===== src/rtl/cic_agc_ctrl.sv =====
// Peak-window AGC for the CIC decimator gain with decrease hold-off.
// Optional fast attack on full-scale samples: define CIC_AGC_FAST_ATTACK_EN.
module cic_agc_ctrl #(
  parameter int GAIN_BITS    = 8,
  parameter int GAIN_INIT    = 16,
  parameter int GAIN_MIN     = 0,
  parameter int GAIN_MAX     = 255,
  parameter int WINDOW       = 256,
  parameter int HIGH_THRESH  = 24576,
  parameter int LOW_THRESH   = 8192,
  parameter int STEP_DN      = 4,
  parameter int STEP_UP      = 1,
  parameter int HOLD_WINDOWS = 4
) (
  input  logic                 CLK,
  input  logic                 RST,
  input  logic                 enable,
  input  logic [15:0]          x_in,
  input  logic                 in_tick,
  output logic [GAIN_BITS-1:0] gain,
  output logic                 gain_upd,
  output logic [15:0]          peak,
  output logic                 clip
);

  localparam int CW = $clog2(WINDOW);
  localparam int HW = $clog2(HOLD_WINDOWS + 2);
  localparam int GW = GAIN_BITS + 1;

  localparam logic [CW-1:0] CNT_LAST = CW'(WINDOW - 1);
  localparam logic [HW-1:0] HOLD_SET = HW'(HOLD_WINDOWS);
  localparam logic [15:0] HI = 16'(HIGH_THRESH);
  localparam logic [15:0] LO = 16'(LOW_THRESH);
  localparam logic [15:0] FULL = 16'h7fff;

  localparam logic [GAIN_BITS-1:0] G_INIT = GAIN_BITS'(GAIN_INIT);
  localparam logic [GAIN_BITS-1:0] G_MIN  = GAIN_BITS'(GAIN_MIN);
  localparam logic [GAIN_BITS-1:0] G_MAX  = GAIN_BITS'(GAIN_MAX);
  localparam logic [GAIN_BITS-1:0] G_DN   = GAIN_BITS'(STEP_DN);
  localparam logic [GAIN_BITS-1:0] G_UP   = GAIN_BITS'(STEP_UP);
  localparam logic [GW-1:0] LIM_DN = GW'(GAIN_MIN + STEP_DN);
  localparam logic [GW-1:0] LIM_UP = GW'(GAIN_MAX - STEP_UP);

  typedef enum logic [1:0] {IDLE, MEASURE, DECIDE, UPDATE} state_t;

  state_t state, state_nx;

  logic [15:0]          mag;
  logic [15:0]          peak_run;
  logic [15:0]          peak_max;
  logic [15:0]          dec_peak;
  logic [CW-1:0]        count;
  logic [HW-1:0]        hold;
  logic                 counting;
  logic                 win_end;
  logic                 fast;
  logic                 dec_hit;
  logic                 inc_hit;
  logic [GAIN_BITS-1:0] gain_nx;

  always_comb begin
    mag = x_in;
    if (x_in[15])
      mag = (x_in == 16'h8000) ? FULL : (~x_in + 16'd1);
  end

  assign peak_max = (mag > peak_run) ? mag : peak_run;
  assign counting = enable && in_tick && (state != IDLE);
  // A short window can end while still in UPDATE; DECIDE never sees it.
  assign win_end  = counting && (count == CNT_LAST) &&
                    (state == MEASURE || state == UPDATE);

`ifdef CIC_AGC_FAST_ATTACK_EN
  assign fast = counting && (state == MEASURE) && !win_end && (mag == FULL);
`else
  assign fast = 1'b0;
`endif

  always_ff @(posedge CLK) begin
    if (RST) state <= IDLE;
    else     state <= state_nx;
  end

  always_comb begin
    state_nx = state;
    if (!enable) begin
      state_nx = IDLE;
    end else begin
      unique case (state)
        IDLE:    state_nx = MEASURE;
        MEASURE: if (win_end || fast) state_nx = DECIDE;
        DECIDE:  state_nx = UPDATE;
        UPDATE:  state_nx = win_end ? DECIDE : MEASURE;
        default: state_nx = IDLE;
      endcase
    end
  end

  assign dec_hit = dec_peak > HI;
  assign inc_hit = !dec_hit && (dec_peak < LO) && (hold == '0);

  always_comb begin
    gain_nx = gain;
    unique case (1'b1)
      dec_hit: gain_nx = ({1'b0, gain} < LIM_DN) ? G_MIN : gain - G_DN;
      inc_hit: gain_nx = ({1'b0, gain} > LIM_UP) ? G_MAX : gain + G_UP;
      default: gain_nx = gain;
    endcase
  end

  always_ff @(posedge CLK) begin
    if (RST) begin
      gain     <= G_INIT;
      gain_upd <= 1'b0;
      peak     <= '0;
      clip     <= 1'b0;
      peak_run <= '0;
      dec_peak <= '0;
      count    <= '0;
      hold     <= '0;
    end else begin
      clip     <= in_tick && (mag == FULL);
      gain_upd <= 1'b0;
      if (!enable) begin
        peak_run <= '0;
        count    <= '0;
        hold     <= '0;
      end else begin
        if (win_end) begin
          peak     <= peak_max;
          dec_peak <= peak_max;
          peak_run <= '0;
          count    <= '0;
        end else if (fast) begin
          peak     <= FULL;
          dec_peak <= FULL;
          peak_run <= '0;
          count    <= '0;
        end else if (counting) begin
          peak_run <= peak_max;
          count    <= count + CW'(1);
        end
        if (state == DECIDE) begin
          gain     <= gain_nx;
          gain_upd <= (gain_nx != gain);
          if (dec_hit)          hold <= HOLD_SET;
          else if (hold != '0)  hold <= hold - HW'(1);
        end
      end
    end
  end

endmodule


===== config.mk =====
export PLATFORM = sky130hd
export DESIGN_NAME = cic_agc_ctrl
export DESIGN_NICKNAME = d
export VERILOG_FILES = /design/src/rtl/cic_agc_ctrl.sv
export SDC_FILE = /design/constraint.sdc
export NUM_CORES = 1
export LEC_CHECK = 0
export CAP_MARGIN = 20
export CORE_MARGIN = 8
export CORE_UTILIZATION = 50
export DETAILED_ROUTE_END_ITERATION = 10
export HOLD_SLACK_MARGIN = 0.15
export PLACE_DENSITY = 0.82
export SYNTH_ARGS = -nofsm -noshare
export SYNTH_HDL_FRONTEND = slang
export SYNTH_SLANG_ARGS = --single-unit
export TNS_END_PERCENT = 5

===== constraint.sdc =====
create_clock -name CLK -period 7.23 [get_ports CLK]
set_input_delay 0.723 -clock CLK [delete_from_list [all_inputs] [get_ports CLK]]
set_output_delay 0.723 -clock CLK [all_outputs]
set_load 0.02 [all_outputs]

==> impl_metrics.csv <==
group,metric,value,unit
run_status,status,"completed",
logic_synthesis,synth.distinct_cells,71,
clocking,path_clk_slew,0.10,ns
timing,finalClockSkew,0.00696,ns
placement,pre_cts_slack,2.45,ns
power_and_ir_drop,power_leakage,0.00148,µW
critical_path,cp_num_buf_inv,2,
global_route,grt_max_degree,34,
critical_path,max_stage_delay,0.70,ns
clocking,cts-htree-levels,2,
timing,worst_slack,2.69,ns
critical_path,r2r_cells,6,
placement,dpl-instance-area,4370,µm²
critical_path,critPathKind,"in -> reg",
logic_synthesis,synth_flop_cell,"dfxtp_1",
hold_path,hold_depth,2,
timing,slew_headroom,26.2,%
critical_path,worstPathRequired,7.46,ns
timing,hold_viol,0,
global_route,grt_antenna_before_repair,0,
cells_and_area,diodes,0,
timing,period_share,62.8,%
drt,drt-initial-drc-count,332,
critical_path,worstSetupEndpointType,"register",
clocking,clk_path_buf_depth,2,
clocking,cts_buffers,5,
clocking,cts_setup_buffers,0,
floorplanning,fp.dieArea,10900,µm²
drt,drtAntennaViolNets,0,
critical_path,cp.depth,13,
clocking,insertion_delay,0.32,ns
clocking,cts_tree,"yes",
drt,first_pass_iters,5,
power_and_ir_drop,vdd_drop_max,0.0814,mV
critical_path,timing.reg2reg.setup_slack,4.27,ns
timing,period_needed,4.54,ns
drt,num_vias,3986,
drt,vias_per_cell,6.39,
cells_and_area,area_growth_syn_to_layout,13.7,%
cells_and_area,finalNetCount,565,
clocking,cts_hold_buf,0,
clocking,ctsRootBufferMaster,"clkbuf_8",
timing,setup_tns,0,ns
logic_synthesis,async_reset_ff_share,0,%
global_route,grt-ovfl-total,0,
logic_synthesis,synth_cells,500,
placement,io_buffers,45,
critical_path,worstPathCellList,"clkdlybuf4s50_1, inv_1, ha_1, nor2b_1, and3_1, a221oi_1, a31oi_2, ha_1, nand4_1, nor3_1, nand2_1, and3_1, o32ai_1",
floorplanning,fp-row-count,32,
floorplanning,die_x,105,µm
critical_path,start_kind,"input pin",
logic_synthesis,post_synth.cell_area_avg,7.85,µm²
clocking,numClockSinks,55,
global_route,grtUsageTotal,19.3,%
timing,setup_viol_count_final,0,
logic_synthesis,syn_area,3920,µm²
run,cap_violations,0,
timing,clock.fmax,220,MHz
critical_path,worstPathMaxFanout,33,
hold_path,min_path_type,"reg -> reg",
cells_and_area,design_area,4460,µm²
floorplanning,io_pins,46,
critical_path,crit_slowest_cell,"nand2_1",
logic_synthesis,synth-seq-cells,55,
logic_synthesis,synth_edf_count,0,
floorplanning,die_y,105,µm
placement,gp_congestion,0.953,
floorplanning,coreArea,7650,µm²
logic_synthesis,syn-num-nets,544,
critical_path,crit_family,"simple AND/OR/NAND/NOR gates",
logic_synthesis,synth-seq-area-share,28.1,%
timing,tightest_slew,1.10,ns
placement,dp_cells,616,
global_route,grt_pass1_wl,18200,µm
placement,place_hpwl,7950,µm
timing,drv_slew,0,
power_and_ir_drop,powerDensity,131,nW/µm²
floorplanning,start_util,51.3,%
cells_and_area,drive_above_1_share,6.51,%
clocking,post_cts_resized,0,
cells_and_area,final_util,58.3,%
drt,wl_per_cell,17.4,µm
critical_path,crit_arrival,4.77,ns
logic_synthesis,synth_warnings,0,
global_route,grt_pass1_vias,3724,
cells_and_area,final-instance-count-excl-fill,624,
drt,drt_wl_total,10900,µm
drt,drcViolationCount,0,
timing,rsz0062_at_grt,"false",
-- stage by stage --
stage	hold slack (ns)	total power (µW)
floorplan	0.432	375
global placement	0.440	405
detailed placement	0.456	407
CTS	0.471	584
global route	0.481	611
finish	0.476	586
-- cell usage after synthesis, types with 2 or more instances --
| master | count | area, µm² |
|---|---|---|
| a311oi_2 | 2 | 30.0 |
| buf_1 | 3 | 11.3 |
| and4_1 | 4 | 35.0 |
| nor3_1 | 18 | 90.1 |
| clkbuf_1 | 18 | 67.6 |
| and3_1 | 4 | 25.0 |
| a311oi_1 | 12 | 105 |
| a31oi_1 | 9 | 56.3 |
| nand2b_1 | 12 | 75.1 |
| dfxtp_1 | 55 | 1100 |
| a21oi_1 | 40 | 200 |
| o211a_1 | 2 | 20.0 |
| nor4_1 | 6 | 37.5 |
| o21ai_0 | 23 | 115 |
| nor2_1 | 42 | 158 |
| inv_1 | 27 | 101 |
| a211oi_1 | 4 | 30.0 |
| o32ai_1 | 9 | 78.8 |
| nand3_1 | 20 | 100 |
| and2_1 | 4 | 25.0 |
| nor3_2 | 3 | 30.0 |
| o31ai_1 | 14 | 105 |
| nand2_1 | 27 | 101 |
| a21o_1 | 4 | 30.0 |
| nor3b_1 | 2 | 15.0 |
| buf_4 | 2 | 15.0 |
| xor2_1 | 8 | 70.1 |
| ha_1 | 24 | 300 |
| buf_2 | 11 | 55.1 |
| o21ai_1 | 8 | 40.0 |
| a221oi_1 | 5 | 43.8 |
| nand4_1 | 21 | 131 |
| a31oi_2 | 2 | 25.0 |
| o211ai_1 | 3 | 22.5 |
| nor2b_1 | 6 | 37.5 |
| xnor2_1 | 8 | 70.1 |
| mux2i_1 | 2 | 20.0 |
| o22ai_1 | 3 | 18.8 |
-- final timing paths --
kind / start / endpoint
max: x_in[0] / dec_peak[0]$_SDFFE_PP0P_
min: hold[2]$_SDFFE_PP0P_ / hold[2]$_SDFFE_PP0P_
max reg2reg: state[0]$_SDFFE_PP0P_ / peak_run[4]$_SDFFE_PP0P_
min reg2reg: hold[2]$_SDFFE_PP0P_ / hold[2]$_SDFFE_PP0P_
-- placed cells by master, fill, tap and decap left out, types with 8 or more instances in the layout --
cell and instances:
ha_1 24, nor3_1 18, xnor2_1 8, o32ai_1 9, o21ai_1 8, inv_1 27, nand2b_1 12, a31oi_1 9
nand3_1 20, dfxtp_1 55, a21oi_1 40, nor2_1 42, o21ai_0 23, nand4_1 21, clkdlybuf4s50_1 45, a311oi_1 12
nand2_1 27, o31ai_1 14, xor2_1 8
-- registers in the layout, summed over array words and instances, names as in the netlist --
register and count:
clip 1, gain_upd 1, peak_run 16, dec_peak 16, state 2, gain 8
count 8, hold 3
-- area by class of cell --
type,count,area [µm²]
clock inverter,3,22.5
sequential,55,1100
fill,687,3190
multi-input combinational,382,2560
clock buffer,5,68.8
timing repair buffer,49,480
tap,102,128
inverter,28,105
-- power by group --
group	switching, µW	leakage [µW]	internal, µW
clock	112	0.0000485	69.8
combinational	61.3	0.000984	37.5
sequential	1.14	0.000443	304
-- per-layer routing --
layer  wire (µm)  part of all wire [%]  vias up  global-route usage (%)
li1            -                     -     1916                       -
met1        4800                    44     1862                    25.0
met2        4950                    46      182                    30.7
met3         877                   8.1       26                    4.36
met4         240                   2.2        0                    6.63
met5           0                     0        -                       0
-- worst reg2reg max path, delay by kind of cell (launching register included) --
family / cells / cell delay [ns]
buffers and inverters: 1 / 0.29
DFF: 1 / 0.40
AOI/OAI and AO/OA: 1 / 0.67
and+or+nand+nor: 4 / 1.46
-- cell families after synthesis --
family | count (synthesis) | share of synthesized area (%)
muxes | 3 | 0.797
xor gates and xnor gates | 16 | 3.57
adders and majority gates | 24 | 7.66
DFF | 55 | 28.1
AOI/OAI and AO/OA | 155 | 27.3
buffers and inverters | 63 | 6.76
and+or+nand+nor | 184 | 25.9
(Power assumes the default switching activity.)
